===== src/rtl/csa_acc_pkg.sv =====
// Shared types and constants for the carry-save accumulation controller.
// Holds the FSM state enum, default widths and the 4:2 compressor cell equations.
package csa_acc_pkg;

  localparam int unsigned CSA_ACC_WIDTH  = 32;
  localparam int unsigned CSA_ACC_BEAT_W = 8;

  typedef enum logic [1:0] {
    IDLE    = 2'd0,
    ACCUM   = 2'd1,
    RESOLVE = 2'd2,
    OUTPUT  = 2'd3
  } csa_acc_state_e;

  // 4:2 cell: full adder (x1,x2,x3) feeding a second full adder with x4 and ci.
  function automatic logic c42_co(input logic x1, input logic x2, input logic x3);
    return (x1 & x2) | (x1 & x3) | (x2 & x3);
  endfunction

  function automatic logic c42_s(input logic x1, input logic x2, input logic x3,
                                 input logic x4, input logic ci);
    return x1 ^ x2 ^ x3 ^ x4 ^ ci;
  endfunction

  function automatic logic c42_c(input logic x1, input logic x2, input logic x3,
                                 input logic x4, input logic ci);
    logic t;
    t = x1 ^ x2 ^ x3;
    return (t & x4) | (t & ci) | (x4 & ci);
  endfunction

endpackage


===== src/rtl/csa_4_2_row.sv =====
// One WIDTH-bit row of 4:2 compressors with the ci/co chain; purely combinational.
// c_sh is the carry vector already weighted by 2 (LSB 0); the MSB co and carry drop out.
module csa_4_2_row
  import csa_acc_pkg::*;
#(
  parameter int unsigned WIDTH = CSA_ACC_WIDTH
) (
  input  logic [WIDTH-1:0] x1,
  input  logic [WIDTH-1:0] x2,
  input  logic [WIDTH-1:0] x3,
  input  logic [WIDTH-1:0] x4,
  output logic [WIDTH-1:0] s,
  output logic [WIDTH-1:0] c_sh
);

  logic [WIDTH-1:0] ci;
  logic [WIDTH-2:0] co;

  assign ci      = {co, 1'b0};
  assign c_sh[0] = 1'b0;

  for (genvar i = 0; i < int'(WIDTH); i++) begin : g_cell
    assign s[i] = c42_s(x1[i], x2[i], x3[i], x4[i], ci[i]);
    if (i < int'(WIDTH) - 1) begin : g_carry
      assign co[i]     = c42_co(x1[i], x2[i], x3[i]);
      assign c_sh[i+1] = c42_c(x1[i], x2[i], x3[i], x4[i], ci[i]);
    end
  end

endmodule


===== src/rtl/csa_accum_ctrl.sv =====
// Carry-save accumulation controller: folds operand pairs through one 4:2 row, then resolves S+C.
// Optional accepted-beat count output (out_beats) is enabled with `define CSA_ACC_BEATS_EN.
module csa_accum_ctrl
  import csa_acc_pkg::*;
#(
  parameter int unsigned WIDTH = CSA_ACC_WIDTH
) (
  input  logic                      clk,
  input  logic                      rst_n,
  input  logic                      in_valid,
  output logic                      in_ready,
  input  logic [WIDTH-1:0]          in_a,
  input  logic [WIDTH-1:0]          in_b,
  input  logic                      in_last,
  output logic                      out_valid,
  input  logic                      out_ready,
  output logic [WIDTH-1:0]          out_sum
`ifdef CSA_ACC_BEATS_EN
  ,
  output logic [CSA_ACC_BEAT_W-1:0] out_beats
`endif
);

  csa_acc_state_e   state_q, state_d;
  logic [WIDTH-1:0] s_q, c_q;
  logic [WIDTH-1:0] row_s, row_c;
  logic             accept;

  assign accept = in_valid & in_ready;

  csa_4_2_row #(.WIDTH(WIDTH)) u_row (
    .x1   (s_q),
    .x2   (c_q),
    .x3   (in_a),
    .x4   (in_b),
    .s    (row_s),
    .c_sh (row_c)
  );

  always_comb begin
    state_d = state_q;
    unique case (state_q)
      IDLE, ACCUM: if (accept) state_d = in_last ? RESOLVE : ACCUM;
      RESOLVE:     state_d = OUTPUT;
      OUTPUT:      if (out_ready) state_d = IDLE;
      default:     state_d = IDLE;
    endcase
  end

  // Handshake outputs are registered from the next state.
  always_ff @(posedge clk) begin
    if (!rst_n) begin
      state_q   <= IDLE;
      in_ready  <= 1'b1;
      out_valid <= 1'b0;
    end else begin
      state_q   <= state_d;
      in_ready  <= (state_d == IDLE) || (state_d == ACCUM);
      out_valid <= (state_d == OUTPUT);
    end
  end

  // Carry-save state; the CPA only feeds out_sum in RESOLVE.
  always_ff @(posedge clk) begin
    if (!rst_n) begin
      s_q     <= '0;
      c_q     <= '0;
      out_sum <= '0;
    end else if (state_q == RESOLVE) begin
      out_sum <= s_q + c_q;
      s_q     <= '0;
      c_q     <= '0;
    end else if (accept) begin
      s_q <= row_s;
      c_q <= row_c;
    end
  end

`ifdef CSA_ACC_BEATS_EN
  logic [CSA_ACC_BEAT_W-1:0] beat_cnt_q;

  always_ff @(posedge clk) begin
    if (!rst_n) begin
      beat_cnt_q <= '0;
      out_beats  <= '0;
    end else if (state_q == RESOLVE) begin
      out_beats  <= beat_cnt_q;
      beat_cnt_q <= '0;
    end else if (accept && (beat_cnt_q != '1)) begin
      beat_cnt_q <= beat_cnt_q + CSA_ACC_BEAT_W'(1);
    end
  end
`endif

endmodule

===== config.mk =====
export PLATFORM = sky130hd
export DESIGN_NAME = csa_accum_ctrl
export DESIGN_NICKNAME = d
export VERILOG_FILES = /design/src/rtl/csa_acc_pkg.sv /design/src/rtl/csa_4_2_row.sv /design/src/rtl/csa_accum_ctrl.sv
export SDC_FILE = /design/constraint.sdc
export NUM_CORES = 1
export LEC_CHECK = 0
export ABC_AREA = 0
export BUFFER_PORTS_ARGS = -buffer_cell sky130_fd_sc_hd__buf_4
export CAP_MARGIN = 25
export CORE_UTILIZATION = 62
export DETAILED_ROUTE_END_ITERATION = 8
export PLACE_DENSITY_LB_ADDON = 0.25
export SETUP_SLACK_MARGIN = 0.5
export SYNTH_ARGS = -nofsm -noshare
export SYNTH_HDL_FRONTEND = slang
export SYNTH_HIERARCHICAL = 1
export SYNTH_SLANG_ARGS = --single-unit
export TNS_END_PERCENT = 5

===== constraint.sdc =====
create_clock -name clk -period 5.7 [get_ports clk]
set_input_delay 0 -clock clk [delete_from_list [all_inputs] [get_ports clk]]
set_output_delay 0 -clock clk [all_outputs]
set_load 0.05 [all_outputs]

==> results of run 1 <==
[placed cells by master (no fill, tap or decap), types with 7 or more instances in the layout]
cell,netlist,layout
ha_1,32,32
a21oi_1,98,98
a21o_1,9,9
nand3_1,15,15
xnor2_1,14,14
inv_1,8,8
clkbuf_8,0,12
xor2_1,13,13
buf_4,1,104
nor3_1,7,7
fa_1,62,62
dfxtp_1,100,100
nand2_1,187,185
nor2_1,23,23
and2_1,15,14
o21ai_0,39,39
[layer usage]
| metal | share of wire, % | wire length [um] | track usage, % | up-vias |
|---|---|---|---|---|
| met1 | 44 | 6880 | 41.35 | 2672 |
| li1 | - | - | - | 2676 |
| met2 | 47 | 7329 | 49.04 | 223 |
| met3 | 6.1 | 945 | 5.286 | 32 |
| met5 | 0 | 0 | 0 | - |
| met4 | 2.0 | 307 | 9.082 | 0 |
[timing repair]
action,4_1_cts,5_1_grt
hold buffers,3,0
buffers inserted,0,0
endpoints found under the hold margin,4,0
[final cells by class]
type                    count  area share [%]
multi-input cells         591           56.41
flip-flops and latches    100           26.72
repair buffers            110           11.72
clock buffers              13           2.255
well taps                 133           2.221
inverters                   8          0.4008
clock inverters             3          0.2672
[logic make-up (layout without fill, tap and decap cells)]
logic type	Yosys count	in the layout	synth area share, %
adders and majority gates	94	94	25.60
buffers and inverters	48	134	2.947
and+or+nand+nor	271	271	17.86
AOI/OAI and AO/OA	196	196	18.11
xor gates and xnor gates	28	28	4.040
other	1	1	0.05849
DFF	100	100	31.23
muxes	1	1	0.1561
[power groups by stage]
stage	Sequential, mW	Clock [mW]	Combinational, mW
3_3_place_gp	0.851	0	0.608
3_5_place_dp	0.856	0	0.645
6_report	0.839	0.444	0.657
5_1_grt	0.851	0.478	0.747
4_1_cts	0.840	0.446	0.655
2_1_floorplan	0.880	0	0.425
[state kept, by name, indices dropped and copies added (netlist names)]
name       count
state_q        2
in_ready       1
c_q           32
out_sum       32
out_valid      1
s_q           32
[stage by stage]
step                std cells  cell area (um^2)
floorplan                 739              6411
global placement          936              7206
CTS                       958              7492
finish                    958              7492
detailed placement        939              7273
global route              958              7492
[worst max-delay path, stage by stage, from the launching register on]
cell and delay [ns]:
dfxtp_1 0.35, ha_1 0.24, fa_1 0.41, a21o_1 0.22, a221oi_2 0.39, o21a_1 0.25
o21ai_0 0.18, o31ai_1 0.38, xor2_1 0.18, o21ai_0 0.08
[worst paths after layout]
| kind | end | cells past startpoint | from |
|---|---|---|---|
| max | out_sum[16]$_SDFFE_PN0P_ | 9 | s_q[0]$_SDFFE_PP0P_ |
| min | out_sum[20]$_SDFFE_PN0P_ | 2 | rst_n |
| max reg2reg | out_sum[16]$_SDFFE_PN0P_ | 9 | s_q[0]$_SDFFE_PP0P_ |
| min reg2reg | out_sum[29]$_SDFFE_PN0P_ | 2 | out_sum[29]$_SDFFE_PN0P_ |
==> impl_results.md, run 1 <==
- Status: finished clean
- Clk Latency, worst-skew pair: about 0.37 ns
- Leading area contributor after synthesis: dfxtp_1
- Crit path launch type: register
- Root buf cell: clkbuf_8
- Unrepaired setup endpoints after global routing: no
- TritonCTS clock tree: built
- Post-synthesis sequential area ratio: around 31%
- HPWL Detailed: approximately 11000 um
- R2R setup slack: just under 3 ns
- Ys flop type: dfxtp_1
- Dpl ws: between 3 and 4 ns
- Clock power share: 22.9%
- Post-synth EDFFs: 0
- Last weighted congestion value of the routability-driven placer: around 0.94
- Die area: ~11000 um^2
- Die Y: 103.7 um
- Fmax: between 300 and 400 MHz
- Combinational power share: 33.9%
- Worst-case clock skew: 0.009826 ns
- Routed wire length: about 15000 um
- CP Max Fanout: 4
- Initial Utilization: about two thirds
- First-pass GRT wire length: around 27000 um
- CTS Buffer Depth: 2
- Slew Viols, Final: 0
- Synth top area cells: dfxtp_1 (31%), fa_1 (19%), nand2_1 (11%)
- Drt first pass iters: 5
- Drt drc: 0
- Row count: 36
- Worst hold slack: ~0.014 ns
- Drt wl/cell: ~16 um
- Switching share of total power: 36.09%
- Top-count cell post-synth: nand2_1
- Sequential cell area: ~2000 um^2
- Initial DRC Count: approximately 340
- Syn Nets: around 900
- Clock sink count: 100
- Die Width: 103.7 um
- Pwr dens: approximately 260 nW/um^2
- Core area: 9910 um^2
- Fill cells: about 700
- Setup slack after layout: just under 3 ns
- Number of global-route vias before repair: about 5600
- Reg power frac: 43.2%
- Final setup viols: 0
- Leak: roughly 3.2 nW
- # Max-Cap Violations: 0
- Antenna fix cells: 0
- Worst setup EP type: register
- Max-Slew Margin vs Limit: about half
- FF+latch count, synth: 100
- Asr flop ratio synth: 0%
- PostCTS Resize Cnt: 0
- Post-route ant nets: 0
- GR Overflow Total: 0
- GR Util All Layers: between 30 and 40%
- Setup total negative slack: 0 ns
- Tmin final: 2.798 ns
- TritonCTS Buffers: 9
- Initial antenna violation count: 0
- Nets@finish: about 1000
- Total power: between 1.5 and 2 mW
- Final hold vios: 0
- Critical Path RT: 5.94 ns
- Synth unique cells: between 40 and 50
- Min-delay worst type: primary input to register
- Yosys Warn Count: 6
- Switch Pwr: approximately 700 uW
- Post-route clock period utilization: slightly below 50%
- Post-synth design cell area: 6411 um^2
- Kind of critical path: register to register
- Crit path DAT: between 3 and 4 ns
- Most frequent cells after synthesis: nand2_1 (187), dfxtp_1 (100), a21oi_1 (98)
- Core Util, Final: approximately 76%
- Pin count of the biggest net entering global routing: 44
- DR vias: between 5000 and 6000
- Layout cells sized above 1: 15.64%
- I/O Buffers: approximately 100
- Max IR drop VDD: approximately 130 uV
- Actual slew at the worst max-slew pin: between 0.7 and 0.8 ns
- Syn_area_per_cell: roughly 8.7 um^2
- Top-area cell type share of the netlist area: roughly 31%
- Reg clk slew, reported paths: 0.10 ns
- H-tree Lvls: 3
- Synthesized netlist cell count: between 700 and 800
- Footprint of the multi-input gates: around 4200 um^2
- Area growth from synthesis to layout: 16.86%
- Vias per cell: 5.849
- I/O pins: roughly 100
- Internal: 1.240 mW
(Power assumes the default switching activity.)
==> run 2: changes to the inputs <==
--- a/config.mk
+++ b/config.mk
@@ -5,10 +5,10 @@
 export SDC_FILE = /design/constraint.sdc
 export NUM_CORES = 1
 export LEC_CHECK = 0
-export ABC_AREA = 0
+export ABC_AREA = 1
 export BUFFER_PORTS_ARGS = -buffer_cell sky130_fd_sc_hd__buf_4
 export CAP_MARGIN = 25
-export CORE_UTILIZATION = 62
+export CORE_UTILIZATION = 59
 export DETAILED_ROUTE_END_ITERATION = 8
 export PLACE_DENSITY_LB_ADDON = 0.25
 export SETUP_SLACK_MARGIN = 0.5
==> constraint.sdc (replaced) <==
create_clock -name clk -period 2.7 [get_ports clk]
set_input_delay 0 -clock clk [delete_from_list [all_inputs] [get_ports clk]]
set_output_delay 0 -clock clk [all_outputs]
set_load 0.05 [all_outputs]
==> run 2 against run 1 <==
The run now ends with design-rule violations left. Clock skew shrank 0.0048 ns. Combinational power grew to 2.7 times the previous value. Power rose to 2.5 times the previous value. Synthesized area up 11%. Flip-flop and latch count unchanged. Die area increased by 16%. Non-clock buffer count up 3. Clock power grew to 3.1 times the previous value. Highest routed layer unchanged. Setup slack worse by 2.3 ns. Sequential power is 120% higher.
==> impl_results.md, run 2 <==
- Leak: between 4 and 5 nW
- Drt wl/cell: ~14 um
- TritonCTS Buffers: 9
- Pin count of the biggest net entering global routing: 43
- GR Util All Layers: about 29%
- Final setup viols: 0
- Setup total negative slack: 0 ns
- CTS Buffer Depth: 2
- Worst setup path end: out_sum[16]$_SDFFE_PN0P_
- Reg clk slew, reported paths: approximately 0.070 ns
- Violated checks: design-rule violations
- Slew Viols, Final: 0
- Synth top area cells: dfxtp_1 (28%), fa_1 (17%), nand2_1 (13%)
- Tmin final: a little over 2 ns
- Top-count cell post-synth: nand2_1
- Asr flop ratio synth: 0%
- Initial antenna violation count: 0
- Core area: ~12000 um^2
- RR Startpoint: s_q[0]$_SDFFE_PP0P_
- # Max-Cap Violations: 0
- Actual slew at the worst max-slew pin: about 0.53 ns
- GR Overflow Total: 0
- Unrepaired setup endpoints after global routing: yes
- Crit path DAT: about 2.3 ns
- Row count: 39
- Worst setup EP type: register
- Nets@finish: ~1300
- Synthesized netlist cell count: about 1000
- Worst-case clock skew: 0.004979 ns
- CP Max Fanout: 4
- Root buf cell: clkbuf_16
- I/O Buffers: 102
- Leading area contributor after synthesis: dfxtp_1
- Max-Slew Margin vs Limit: 64.49%
- Synth unique cells: 33
- FF+latch count, synth: 100
- HPWL Detailed: 13010 um
- Most frequent cells after synthesis: nand2_1 (240), nor2_1 (202), inv_1 (132)
- Cells on worst reg2reg path: 10
- Post-route ant nets: 0
- Die Y: 111.7 um
- Status: complete, but fails checks
- Initial Utilization: 61.41%
- Pwr dens: around 600 nW/um^2
- Largest regs: c_q: 32 flops, out_sum: 32 flops, s_q: 32 flops
- R2R setup slack: between 0.6 and 0.7 ns
- Die Width: roughly 110 um
- Initial DRC Count: roughly 530
- Commonest cells after routing, fill and taps aside: nand2_1 (239), nor2_1 (201), inv_1 (132), buf_4 (108), dfxtp_1 (100)
- Yosys Warn Count: 6
- Clock sink count: 100
- Kind of critical path: register to register
- Ys flop type: dfxtp_1
- Post-synth EDFFs: 0
- Layout cells sized above 1: a little over an eighth
- Worst r2r dst: out_sum[16]$_SDFFE_PN0P_
- Syn_area_per_cell: between 7 and 8 um^2
- Hold Path Origin: in_b[2]
- I/O pins: 103
- Min-delay worst type: primary input to register
- TritonCTS clock tree: built
- Most common cell after layout, fill and taps aside: nand2_1
- Hold depth: 4
- Clk Latency, worst-skew pair: between 0.3 and 0.4 ns
- Syn Nets: ~1200
- First-pass GRT wire length: roughly 29000 um
- Vias per cell: around 5.2
- Crit path launch type: register
- Number of global-route vias before repair: 6101
- H-tree Lvls: 3
- Worst setup path startpoint: s_q[0]$_SDFFE_PP0P_
- Last weighted congestion value of the routability-driven placer: between 0.9 and 1
- Die area: approximately 12000 um^2
- Worst hold slack: approximately 0.035 ns
- Area growth from synthesis to layout: 17.46%
- Drt first pass iters: 8
- Critical Path RT: 2.96 ns
- Fmax: between 400 and 500 MHz
- Drt drc: 9
- Top-area cell type share of the netlist area: between 20 and 30%
- Post-synthesis sequential area ratio: between 20 and 30%
- Antenna fix cells: 0
- Post-synth design cell area: roughly 7100 um^2
- Final hold vios: 0
- Routed wire length: ~17000 um
- Fill cells: a little under 1000
- DR vias: about 6500
- Post-route clock period utilization: approximately three quarters
- Max IR drop VDD: between 500 and 600 uV
==> run 2: cell types whose count changed after synthesis, sizes merged, moves of 8 or more <==
cell    before  now
and2        15    1
xnor2       14    6
a21oi      100   34
o21ai       39   80
nand2      187  248
nand3       15   44
clkbuf      31   17
nor2        23  209
inv          8  133
xor2        13    3
==> run 2: metrics by stage <==
stage / power [mW] / instances / instance area [um^2] / utilization (%) / setup WS [ns]
6_report: 4.937 / 1247 / 8342 / 72.13 / 0.6244
5_1_grt: 5.287 / 1247 / 8342 / 72.13 / 0.4708
4_1_cts: 4.946 / 1247 / 8337 / 72.09 / 0.6011
3_5_place_dp: 3.563 / 1227 / 7975 / 68.96 / 0.6611
3_3_place_gp: 3.516 / 1227 / 7975 / 68.96 / 0.7051
2_1_floorplan: 3.072 / 1005 / 7102 / - / 0.8689
==> run 2: cell type report <==
| cell class | instances | area [um^2] | area share (%) |
|---|---|---|---|
| well taps | 143 | 178.9 | 2.145 |
| clock buffers | 12 | 266.5 | 3.195 |
| repair buffers | 113 | 860.8 | 10.32 |
| flip-flops and latches | 100 | 2002 | 24.00 |
| multi-input cells | 743 | 4489 | 53.82 |
| inverters | 133 | 499.2 | 5.985 |
| clock inverters | 3 | 45.04 | 0.5400 |
==> run 2: cell families (layout without fill, tap and decap cells) <==
| logic type | after synthesis | count (layout) | share of synthesized area [%] |
|---|---|---|---|
| AO/OA/AOI/OAI | 126 | 126 | 9.443 |
| AND/OR/NAND/NOR | 513 | 513 | 29.28 |
| other | 1 | 1 | 0.05280 |
| flip-flops | 100 | 100 | 28.19 |
| adder cells (fa/ha/maj) | 94 | 94 | 23.11 |
| XOR/XNOR | 9 | 9 | 1.110 |
| buffers and inverters | 162 | 261 | 8.809 |
==> run 2: power by group <==
| group | switching (mW) | internal (mW) |
|---|---|---|
| Combinational | 1.05 | 0.703 |
| Sequential | 0.174 | 1.65 |
| Clock | 0.573 | 0.789 |
==> run 2: metal layers <==
layer,track usage [%],vias up,part of all wire [%]
li1,-,3290,-
met1,41.30,2960,48
met2,45.38,223,44
met3,5.171,20,6.8
met4,8.288,0,1.4
met5,0,-,0
==> run 2: worst min path at each step <==
| stage | to | slack, ns |
|---|---|---|
| 2_1_floorplan | out_valid$_SDFF_PN0_ | 0.20 |
| 3_3_place_gp | in_ready$_SDFF_PN1_ | 0.28 |
| 3_5_place_dp | in_ready$_SDFF_PN1_ | 0.27 |
| 4_1_cts | c_q[29]$_SDFFE_PP0P_ | 0.03 |
| 5_1_grt | s_q[15]$_SDFFE_PP0P_ | 0.05 |
| 6_report | s_q[2]$_SDFFE_PP0P_ | 0.04 |
==> run 2: worst max-delay path: stages, from the launching register on <==
cell	delay [ns]
dfxtp_1	0.34
ha_1	0.27
fa_1	0.46
nand3_1	0.12
nand3_1	0.12
nand2_1	0.09
nand3_1	0.14
a21oi_1	0.22
nor2_1	0.06
o21ai_1	0.13
inv_1	0.04
==> run 2: what timing repair did <==
item / CTS / global route
resized for setup: 0 / 1
endpoints found under the setup margin: 0 / 3
setup buffers: 0 / 0
endpoints found under the hold margin: 13 / 0
hold buffers: 5 / 0
==> run 3: changes to the inputs <==
--- a/config.mk
+++ b/config.mk
@@ -5,10 +5,10 @@
 export SDC_FILE = /design/constraint.sdc
 export NUM_CORES = 1
 export LEC_CHECK = 0
-export ABC_AREA = 1
+export ABC_AREA = 0
 export BUFFER_PORTS_ARGS = -buffer_cell sky130_fd_sc_hd__buf_4
 export CAP_MARGIN = 25
-export CORE_UTILIZATION = 59
+export CORE_UTILIZATION = 58
 export DETAILED_ROUTE_END_ITERATION = 8
 export PLACE_DENSITY_LB_ADDON = 0.25
 export SETUP_SLACK_MARGIN = 0.5
==> constraint.sdc (replaced) <==
create_clock -name clk -period 2 [get_ports clk]
set_input_delay 0 -clock clk [delete_from_list [all_inputs] [get_ports clk]]
set_output_delay 0 -clock clk [all_outputs]
set_load 0.05 [all_outputs]
==> run 3 against run 2 <==
The run ends with negative setup slack left. Power grew 31%. First-iteration DRC count shrank 29%. Critical path depth is the same. Critical path type unchanged. Largest power group is now combinational cells.
==> impl_results.md, run 3 (synthesized netlist as in run 1, its figures left out) <==
- Met2 Track Usage GR: 58.53%
- Routed wire length: approximately 20000 um
- Min-delay worst type: primary input to register
- Core Util, Final: between 80% and 90%
- Pwr dens: approximately 690 nW/um^2
- Die Y: roughly 110 um
- Unrepaired setup endpoints after global routing: yes
- Initial Utilization: 59.40%
- Final setup viols: 26
- Pin count of the biggest net entering global routing: 65
- Number of global-route vias before repair: between 6000 and 7000
- Drt first pass iters: 5
- Setup total negative slack: -5.881 ns
- Max IR drop VDD: 717.4 uV
- Core area: ~11000 um^2
- Dpl ws: -0.4683 ns
- Drt drc: 0
- TritonCTS clock tree: built
- I/O Buffers: roughly 100
- Crit path DAT: ~2.8 ns
- GR Overflow Total: 0
- Area growth from synthesis to layout: 45.67%
- Slew Viols, Final: 0
- Fill cells: between 500 and 600
- Nets@finish: ~1100
- Clock sink count: 100
- TritonCTS Buffers: 9
- Tmin final: between 2 and 2.5 ns
- Last weighted congestion value of the routability-driven placer: 0.8755
- Kind of critical path: register to register
- DR vias: between 6000 and 7000
- Crit path launch type: register
- Antenna fix cells: 0
- Largest regs: c_q: 32 flops, out_sum: 32 flops, s_q: 32 flops
- Clk Latency, worst-skew pair: about 0.39 ns
- Violated checks: negative setup slack
- I/O pins: roughly 100
- CP Max Fanout: 5
- H-tree Lvls: 3
- Busiest metal layer after global routing: met2
- Layout cells sized above 1: a little under 50%
- Worst-case clock skew: about 0.013 ns
- Placed cell area: between 8000 and 9000 um^2
- Worst setup EP type: register
- Grt met1 use: a little under two fifths
- Most common cell after layout, fill and taps aside: buf_4
- Setup slack after layout: -0.4835 ns
- Drt wl/cell: approximately 18 um
- M3 GR Usage: roughly 6.4%
- Leak: 3.996 nW
- Root buf cell: clkbuf_8
- Initial antenna violation count: 0
- Die Width: approximately 110 um
- Actual slew at the worst max-slew pin: 0.5615 ns
- Post-route ant nets: 0
- Max-Slew Margin vs Limit: between 60% and 70%
- Post-route clock period utilization: 124.2%
- Row count: 38
- Fmax: about 400 MHz
- Final hold vios: 0
- Reg clk slew, reported paths: approximately 0.10 ns
- Die area: 11480 um^2
- Design Area, Final: a little over 9000 um^2
- Critical Path RT: about 2.3 ns
- Status: complete, but fails checks
- GR Util All Layers: about a third
- First-pass GRT wire length: 29430 um
- HPWL Detailed: approximately 13000 um
- Vias per cell: roughly 5.8
- # Max-Cap Violations: 0
- Initial DRC Count: about 380
- Commonest cells after routing, fill and taps aside: buf_4 (197), nand2_1 (147), dfxtp_2 (57), a21oi_1 (54), buf_6 (50)
- CTS Buffer Depth: 2
## run 3: cell types whose count changed in the layout (fill, tap and decap cells not counted), sizes merged, moves of 14 or more
cell,change
inv,-125
o21ai,-41
nand3,-29
and2,+14
buf,+141
nor2,-186
a21oi,+66
nand2,-61
## run 3: per-layer routing
| layer | vias up | wire [um] |
|---|---|---|
| met5 | - | 0 |
| met4 | 0 | 768 |
| met3 | 75 | 927 |
| met2 | 232 | 10440 |
| met1 | 3174 | 7738 |
| li1 | 2963 | - |
## run 3: final cells by class
type / count / area [um^2] / area share [%]
clock buffer: 11 / 141.4 / 1.514
inverter: 8 / 30.03 / 0.3215
clock inverter: 5 / 27.53 / 0.2947
sequential: 100 / 2085 / 22.32
multi-input combinational: 591 / 4748 / 50.84
timing repair buffer: 254 / 2132 / 22.83
tap: 140 / 175.2 / 1.876
## run 3: critical path, stage by stage, from the launching register on
cell and delay (ns):
dfxtp_2 0.35, ha_4 0.17, fa_2 0.36, a21o_1 0.20, a221oi_2 0.25, buf_4 0.18
o311a_4 0.19, a21oi_4 0.08, and2_4 0.17, o31a_1 0.27, o31ai_1 0.20
## run 3: through the flow
stage / power (mW) / instances / hold WS, ns
floorplan: 3.723 / 739 / 0.09143
global placement: 4.606 / 1083 / 0.2009
detailed placement: 4.738 / 1083 / 0.2038
CTS: 6.111 / 1106 / 0.03130
global route: 6.832 / 1109 / 0.06641
finish: 6.477 / 1109 / 0.05768
## run 3: path summary, 6_finish.rpt
| kind | start | end | slack [ns] | cells after the start |
|---|---|---|---|---|
| worst min register to register | out_sum[29]$_SDFFE_PN0P_ | out_sum[29]$_SDFFE_PN0P_ | 0.47 | 2 |
| worst max register to register | c_q[0]$_SDFFE_PP0P_ | out_sum[28]$_SDFFE_PN0P_ | -0.48 | 10 |
| worst min-delay path | in_b[9] | c_q[10]$_SDFFE_PP0P_ | 0.06 | 4 |
| worst max-delay path | c_q[0]$_SDFFE_PP0P_ | out_sum[28]$_SDFFE_PN0P_ | -0.48 | 10 |
## run 3: repair_timing
action | CTS | global route
hold buffers | 5 | 0
buffers inserted | 2 | 3
endpoints found under the setup margin | 89 | 91
hold endpoints to repair | 12 | 0
pin swaps | 127 | 119
gates resized for setup | 143 | 125
## run 3: power breakdown
group          switching (mW)  internal [mW]
logic                    1.48           1.40
registers               0.177           2.21
clock network           0.730          0.479
